### src/rtl/aq_gemac_rx_ctrl_if.sv
// aq_gemac_rx_ctrl_if: receive buffer write port.
// The MAC side is master; the buffer side is slave and returns BUFF_FULL.
interface aq_gemac_rx_ctrl_if;
    logic        BUFF_FULL;
    logic        BUFF_WE;
    logic        BUFF_START;
    logic        BUFF_END;
    logic [7:0]  BUFF_DATA;
    logic [15:0] BUFF_STATUS;

    modport master (
        input  BUFF_FULL,
        output BUFF_WE,
        output BUFF_START,
        output BUFF_END,
        output BUFF_DATA,
        output BUFF_STATUS
    );

    modport slave (
        output BUFF_FULL,
        input  BUFF_WE,
        input  BUFF_START,
        input  BUFF_END,
        input  BUFF_DATA,
        input  BUFF_STATUS
    );
endinterface

### src/rtl/aq_gemac_rx_ctrl.sv
// aq_gemac_rx_ctrl: GMII receive framer writing frames plus a
// two-word trailer into a receive buffer, with status and counters.
module aq_gemac_rx_ctrl #(
    parameter int MAX_LEN = 1518
) (
    input  logic                      MAC_CLK,
    input  logic                      RST_N,
    input  logic                      RX_DV,
    input  logic                      RX_ER,
    input  logic [7:0]                RXD,
    input  logic [47:0]               MAC_ADDR,
    aq_gemac_rx_ctrl_if.master        buff,
    output logic [15:0]               FRAME_COUNT,
    output logic [15:0]               DROP_COUNT
);

    typedef enum logic [2:0] {
        IDLE, PRE, DATA, TRL1, TRL2, OVF, SKIP
    } state_t;

    localparam logic [15:0] MAX_L = 16'(MAX_LEN);
    // Register value after a good FCS; bit-reversed form of 0xC704DD7B.
    localparam logic [31:0] RESIDUE = 32'hDEBB20E3;

    function automatic logic [31:0] crc_byte(input logic [31:0] c,
                                             input logic [7:0]  d);
        logic [31:0] r;
        r = c ^ {24'h0, d};
        for (int i = 0; i < 8; i++)
            r = r[0] ? ((r >> 1) ^ 32'hEDB88320) : (r >> 1);
        return r;
    endfunction

    state_t      state;
    logic [7:0]  hold;
    logic        have;
    logic        first;
    logic [31:0] crc;
    logic [15:0] len;
    logic        da_bc;
    logic        da_me;
    logic        da_mc;
    logic        er;
    logic        ovf;

    logic [7:0]  mac_byte;
    logic [15:0] len_inc;
    logic        short_da;
    logic        er_now;
    logic [15:0] status_now;

    // Station address byte matching the current DA position, and the
    // status word as it would stand if the frame ended this cycle.
    always_comb begin
        mac_byte = 8'h00;
        case (len[2:0])
            3'd0: mac_byte = MAC_ADDR[47:40];
            3'd1: mac_byte = MAC_ADDR[39:32];
            3'd2: mac_byte = MAC_ADDR[31:24];
            3'd3: mac_byte = MAC_ADDR[23:16];
            3'd4: mac_byte = MAC_ADDR[15:8];
            3'd5: mac_byte = MAC_ADDR[7:0];
            default: mac_byte = 8'h00;
        endcase
        len_inc    = (len == 16'hFFFF) ? len : len + 16'd1;
        short_da   = len < 16'd6;
        er_now     = er | ((state == DATA) & RX_ER);
        status_now = {8'h00,
                      ~short_da & da_me,
                      ~short_da & da_mc & ~da_bc,
                      ~short_da & da_bc,
                      ovf,
                      len > MAX_L,
                      len < 16'd64,
                      er_now,
                      crc != RESIDUE};
    end

    // Receive FSM with registered buffer outputs and counters.
    always_ff @(posedge MAC_CLK or negedge RST_N) begin
        if (!RST_N) begin
            state            <= IDLE;
            hold             <= 8'h00;
            have             <= 1'b0;
            first            <= 1'b0;
            crc              <= 32'hFFFFFFFF;
            len              <= 16'h0000;
            da_bc            <= 1'b0;
            da_me            <= 1'b0;
            da_mc            <= 1'b0;
            er               <= 1'b0;
            ovf              <= 1'b0;
            buff.BUFF_WE     <= 1'b0;
            buff.BUFF_START  <= 1'b0;
            buff.BUFF_END    <= 1'b0;
            buff.BUFF_DATA   <= 8'h00;
            buff.BUFF_STATUS <= 16'h0000;
            FRAME_COUNT      <= 16'h0000;
            DROP_COUNT       <= 16'h0000;
        end else begin
            buff.BUFF_WE    <= 1'b0;
            buff.BUFF_START <= 1'b0;
            buff.BUFF_END   <= 1'b0;
            buff.BUFF_DATA  <= 8'h00;
            unique case (state)
                IDLE: begin
                    if (RX_DV && RXD == 8'h55)
                        state <= PRE;
                end
                PRE: begin
                    if (!RX_DV) begin
                        state <= IDLE;
                    end else if (RXD == 8'hD5) begin
                        if (buff.BUFF_FULL) begin
                            state      <= SKIP;
                            DROP_COUNT <= DROP_COUNT + 16'd1;
                        end else begin
                            state <= DATA;
                            crc   <= 32'hFFFFFFFF;
                            len   <= 16'h0000;
                            have  <= 1'b0;
                            first <= 1'b1;
                            da_bc <= 1'b1;
                            da_me <= 1'b1;
                            da_mc <= 1'b0;
                            er    <= 1'b0;
                            ovf   <= 1'b0;
                        end
                    end else if (RXD != 8'h55) begin
                        state <= SKIP;
                    end
                end
                DATA: begin
                    if (RX_ER)
                        er <= 1'b1;
                    if (buff.BUFF_FULL) begin
                        ovf   <= 1'b1;
                        state <= OVF;
                    end else if (RX_DV) begin
                        if (have) begin
                            buff.BUFF_WE    <= 1'b1;
                            buff.BUFF_START <= first;
                            buff.BUFF_DATA  <= hold;
                            first           <= 1'b0;
                        end
                        hold <= RXD;
                        have <= 1'b1;
                        crc  <= crc_byte(crc, RXD);
                        len  <= len_inc;
                        if (short_da) begin
                            da_bc <= da_bc & (RXD == 8'hFF);
                            da_me <= da_me & (RXD == mac_byte);
                            if (len == 16'd0)
                                da_mc <= RXD[0];
                        end
                    end else if (have) begin
                        buff.BUFF_WE     <= 1'b1;
                        buff.BUFF_START  <= first;
                        buff.BUFF_END    <= 1'b1;
                        buff.BUFF_DATA   <= hold;
                        buff.BUFF_STATUS <= status_now;
                        state            <= TRL1;
                    end else begin
                        // SFD followed by nothing: no frame to report.
                        state <= IDLE;
                    end
                end
                OVF: begin
                    if (!RX_DV && !buff.BUFF_FULL) begin
                        buff.BUFF_WE     <= 1'b1;
                        buff.BUFF_END    <= 1'b1;
                        buff.BUFF_STATUS <= status_now;
                        DROP_COUNT       <= DROP_COUNT + 16'd1;
                        state            <= TRL1;
                    end
                end
                TRL1: begin
                    buff.BUFF_WE <= 1'b1;
                    state        <= TRL2;
                end
                TRL2: begin
                    buff.BUFF_WE <= 1'b1;
                    FRAME_COUNT  <= FRAME_COUNT + 16'd1;
                    state        <= IDLE;
                end
                SKIP: begin
                    if (!RX_DV)
                        state <= IDLE;
                end
                default: state <= IDLE;
            endcase
        end
    end

endmodule

### src/flat_wrapper.sv
// flat-port wrapper written by rule: the top's interface ports become plain ports
module aq_gemac_rx_ctrl_flat 
#(
    parameter int MAX_LEN = 1518
)
  (MAC_CLK, RST_N, RX_DV, RX_ER, RXD, MAC_ADDR, FRAME_COUNT, DROP_COUNT, buff_BUFF_FULL, buff_BUFF_WE, buff_BUFF_START, buff_BUFF_END, buff_BUFF_DATA, buff_BUFF_STATUS);
  aq_gemac_rx_ctrl_if buff_i ();
  input  logic MAC_CLK;
  input  logic RST_N;
  input  logic RX_DV;
  input  logic RX_ER;
  input  logic [7:0] RXD;
  input  logic [47:0] MAC_ADDR;
  output logic [15:0] FRAME_COUNT;
  output logic [15:0] DROP_COUNT;
  input wire logic [$bits(buff_i.BUFF_FULL)-1:0] buff_BUFF_FULL;
  output wire logic [$bits(buff_i.BUFF_WE)-1:0] buff_BUFF_WE;
  output wire logic [$bits(buff_i.BUFF_START)-1:0] buff_BUFF_START;
  output wire logic [$bits(buff_i.BUFF_END)-1:0] buff_BUFF_END;
  output wire logic [$bits(buff_i.BUFF_DATA)-1:0] buff_BUFF_DATA;
  output wire logic [$bits(buff_i.BUFF_STATUS)-1:0] buff_BUFF_STATUS;
  assign buff_i.BUFF_FULL = buff_BUFF_FULL;
  assign buff_BUFF_WE = buff_i.BUFF_WE;
  assign buff_BUFF_START = buff_i.BUFF_START;
  assign buff_BUFF_END = buff_i.BUFF_END;
  assign buff_BUFF_DATA = buff_i.BUFF_DATA;
  assign buff_BUFF_STATUS = buff_i.BUFF_STATUS;
  aq_gemac_rx_ctrl #(.MAX_LEN(MAX_LEN)) u_core (.MAC_CLK(MAC_CLK), .RST_N(RST_N), .RX_DV(RX_DV), .RX_ER(RX_ER), .RXD(RXD), .MAC_ADDR(MAC_ADDR), .buff(buff_i), .FRAME_COUNT(FRAME_COUNT), .DROP_COUNT(DROP_COUNT));
endmodule
### config.mk
export PLATFORM = sky130hd
export DESIGN_NAME = aq_gemac_rx_ctrl_flat
export DESIGN_NICKNAME = d
export VERILOG_FILES = /design/src/rtl/aq_gemac_rx_ctrl_if.sv /design/src/rtl/aq_gemac_rx_ctrl.sv /design/src/flat_wrapper.sv
export SDC_FILE = /design/constraint.sdc
export NUM_CORES = 1
export LEC_CHECK = 0
export BUFFER_PORTS_ARGS = -buffer_cell sky130_fd_sc_hd__clkbuf_2
export CAP_MARGIN = 15
export CELL_PAD_IN_SITES_DETAIL_PLACEMENT = 0
export CELL_PAD_IN_SITES_GLOBAL_PLACEMENT = 1
export CORE_UTILIZATION = 38
export CTS_CLUSTER_DIAMETER = 200
export DETAILED_ROUTE_END_ITERATION = 10
export PLACE_DENSITY_LB_ADDON = 0.1
export REMOVE_ABC_BUFFERS = 1
export SYNTH_ARGS = -nofsm -noshare
export SYNTH_HDL_FRONTEND = slang
export SYNTH_SLANG_ARGS = --single-unit
### constraint.sdc
create_clock -name MAC_CLK -period 5.45 [get_ports MAC_CLK]
set_input_delay 0.2725 -clock MAC_CLK [delete_from_list [all_inputs] [get_ports MAC_CLK]]
set_output_delay 0.2725 -clock MAC_CLK [all_outputs]
set_load 0.01 [all_outputs]
==> results.sh <==
export IMPL_run_status="finished clean"
export IMPL_wirelength_um=16100
export IMPL_grt_max_degree=60
export IMPL_cts_made_buffers=17
export IMPL_seq_area_frac_synth=0.465
export IMPL_initialDrtViolationCount=300
export IMPL_synth_ff_type="dfrtp_1"
export IMPL_clkLatencyLatePin_ns=0.42
export IMPL_gr_total_overflow=0
export IMPL_final_period_utilization=0.457
export IMPL_r2r_start="u_core.len[2]"
export IMPL_r2r_slack_ns=2.96
export IMPL_netlist_instances=644
export IMPL_n_fill_cell=1606
export IMPL_clock_path_buffers=2
export IMPL_drc=0
export IMPL_die_area_um2=17300
export IMPL_fmax_ghz=0.401
export IMPL_path_cells="inv_1 -> ha_1 -> a22oi_1 -> o21ai_0 -> xnor2_1 -> nand3_1 -> o31ai_1"
export IMPL_crit_arrival_ns=2.82
export IMPL_hold_path_class="primary input to flop"
export IMPL_cts_htree_levels=4
export IMPL_syn_area_um2=6380
export IMPL_start_kind="flop"
export IMPL_total_power_uw=2270
export IMPL_yosys_top_cells_count="dfrtp_1 (85), nand2_1 (69), nor2_1 (62), xnor2_1 (62), xor2_1 (46)"
export IMPL_die_y_um=132
export IMPL_antenna_found_initial=0
export IMPL_slowest_delay_ns=0.83
export IMPL_syn_avg_cell_area_um2=9.91
export IMPL_rsz0062_at_grt="no"
export IMPL_ioPinCount=120
export IMPL_power_density_nw_per_um2=296
export IMPL_grt_pass1_wl_um=26700
export IMPL_worst_path_max_fanout=24
export IMPL_ys_ff_latch=117
export IMPL_cts_num_sinks=117
export IMPL_drv_slew=0
export IMPL_multi_input_area_um2=3220
export IMPL_grt_total_usage=0.197
export IMPL_start_util=0.387
export IMPL_grt_pass1_vias=5046
export IMPL_end_kind="flop"
export IMPL_diodes=0
export IMPL_rows=47
export IMPL_cts_hold_fix_buffers=1
export IMPL_synth_edf_count=0
export IMPL_vias=4975
export IMPL_die_x_um=132
export IMPL_vias_per_cell=5.05
export IMPL_ir_drop_mv=0.208
export IMPL_post_synth_top_count_cell="dfrtp_1"
export IMPL_critPathCapture="u_core.da_me"
export IMPL_layout_min_cycle_time_ns=2.49
export IMPL_maxCapViolations=0
export IMPL_io_buffers=111
export IMPL_dr_pass1_iters=8
export IMPL_antenna_left=0
export IMPL_cts_root_buf="clkbuf_16"
export IMPL_final_nets=821
export IMPL_cts_resized=0
export IMPL_synth_top_area_cell="dfrtp_1"
export IMPL_crit_slowest_cell="dfrtp_1"
export IMPL_r2r_cells=7
export IMPL_synthArstFlopShare=1.00
export IMPL_cts_clk_slew_worst_paths_ns=0.06
export IMPL_finalHoldViolCount=0
export IMPL_core_area_um2=16500
export IMPL_setup_viol=0
export IMPL_seqCellArea_um2=2970
export IMPL_worst_slew_pin_transition_ns=0.917
export IMPL_tns_ns=0
export IMPL_r2r_end="u_core.da_me"
export IMPL_dp_hpwl_um=11700
export IMPL_area_growth_pct=20.5
export IMPL_gp_routability_congestion=0.885
export IMPL_path_class="flop to flop"
export IMPL_critPathLaunch="u_core.len[2]"
export IMPL_cts_setup_buffers=0
export IMPL_drive_gt1_frac=0.269
export IMPL_synth_area_top_cells="dfrtp_1 (33%), dfstp_2 (13%), xnor2_1 (8.5%)"
export IMPL_synth_top_cell_area_share=0.333
export IMPL_worstPathRequired_ns=5.78
export IMPL_wl_per_cell_um=16.3
export IMPL_relSlewSlack=0.384
export IMPL_finClkSkew_ns=0.00934
export IMPL_synth_warnings=0
export IMPL_leakage_uw=0.00360
export IMPL_cts_tree="yes"
export IMPL_ys_types=58
## area by class of cell
class | instances | share of cell area
clock buffers | 17 | 0.0553
clock inverters | 15 | 0.0216
inverters | 12 | 0.00586
multi-input cells | 490 | 0.419
flip-flops and latches | 117 | 0.386
well taps | 220 | 0.0358
repair buffers | 115 | 0.0768
## metal layers
metal  track usage  vias up  wire, um
met5             0        -         0
met4        0.0594        0       201
met3        0.0478       16       709
met2         0.317      120      7730
met1         0.261     2404      7420
li1              -     2435         -
## cells by family after synthesis
| family | synth area share |
|---|---|
| AND/OR/NAND/NOR | 0.191 |
| buffers and inverters | 0.0345 |
| other | 0.000588 |
| flip-flops | 0.465 |
| XOR/XNOR | 0.176 |
| AO/OA/AOI/OAI | 0.105 |
| multiplexers | 0.0141 |
| adder cells (fa/ha/maj) | 0.0137 |
## critical path, delay by kind of cell (launching register included)
kind / cells / cell delay [ns]
XOR/XNOR: 1 / 0.29
flip-flops: 1 / 0.83
AND/OR/NAND/NOR: 1 / 0.12
adder cells (fa/ha/maj): 1 / 0.36
AO/OA/AOI/OAI: 3 / 0.61
buffers and inverters: 1 / 0.20
## sequential cells by signal (all words and copies together) (netlist names)
register and count:
u_core.crc 32, u_core.DROP_COUNT 16, u_core.FRAME_COUNT 16, u_core.len 16
u_core.buff.BUFF_DATA 8, u_core.buff.BUFF_STATUS 8, u_core.hold 8, u_core.state 3
u_core.buff.BUFF_END 1, u_core.buff.BUFF_START 1, u_core.buff.BUFF_WE 1, u_core.da_bc 1
u_core.da_mc 1, u_core.da_me 1, u_core.er 1, u_core.first 1
u_core.have 1, u_core.ovf 1
## per-stage QoR
step / instances / hold WS, ns / setup slack (ns) / area [um2] / utilization
2_1_floorplan: 619 / -0.0231 / 3.35 / 6230 / -
3_3_place_gp: 953 / 0.398 / 2.94 / 7090 / 0.430
3_5_place_dp: 953 / 0.396 / 2.94 / 7090 / 0.430
4_1_cts: 986 / 0.0884 / 2.92 / 7690 / 0.467
5_1_grt: 986 / 0.121 / 2.73 / 7690 / 0.467
6_report: 986 / 0.101 / 2.96 / 7690 / 0.467
## how the worst min path moves through the flow
stage / slack (ns) / start / cells after the start / endpoint
6_report: 0.10 / RX_ER / 3 / u_core.er
5_1_grt: 0.12 / RX_ER / 3 / u_core.er
4_1_cts: 0.09 / RX_ER / 3 / u_core.er
3_5_place_dp: 0.40 / RST_N / 1 / u_core.DROP_COUNT[11]
3_3_place_gp: 0.40 / RST_N / 1 / u_core.DROP_COUNT[12]
2_1_floorplan: -0.02 / RST_N / 0 / u_core.DROP_COUNT[0]
## layout by cell type, fill, tap and decap left out, drive strengths merged, types with 6 or more instances in the layout
cell type,instances
nand2b,6
clkbuf,127
ha,7
dfstp,32
o21ai,24
nand4,13
xor2,46
nor2,64
nand3,26
mux2,8
and2,12
nor4,9
nand2,70
xnor2,72
and3,7
nor3,16
dfrtp,85
a21oi,44
a222oi,7
inv,18
conb,8
## power breakdown
group	leakage (uW)	internal (uW)	switching, uW
Combinational	0.00182	118	146
Sequential	0.00150	888	11.9
Clock	0.000282	681	431
Total	0.00360	1690	588
No activity file was read; power rests on OpenSTA's default activity.
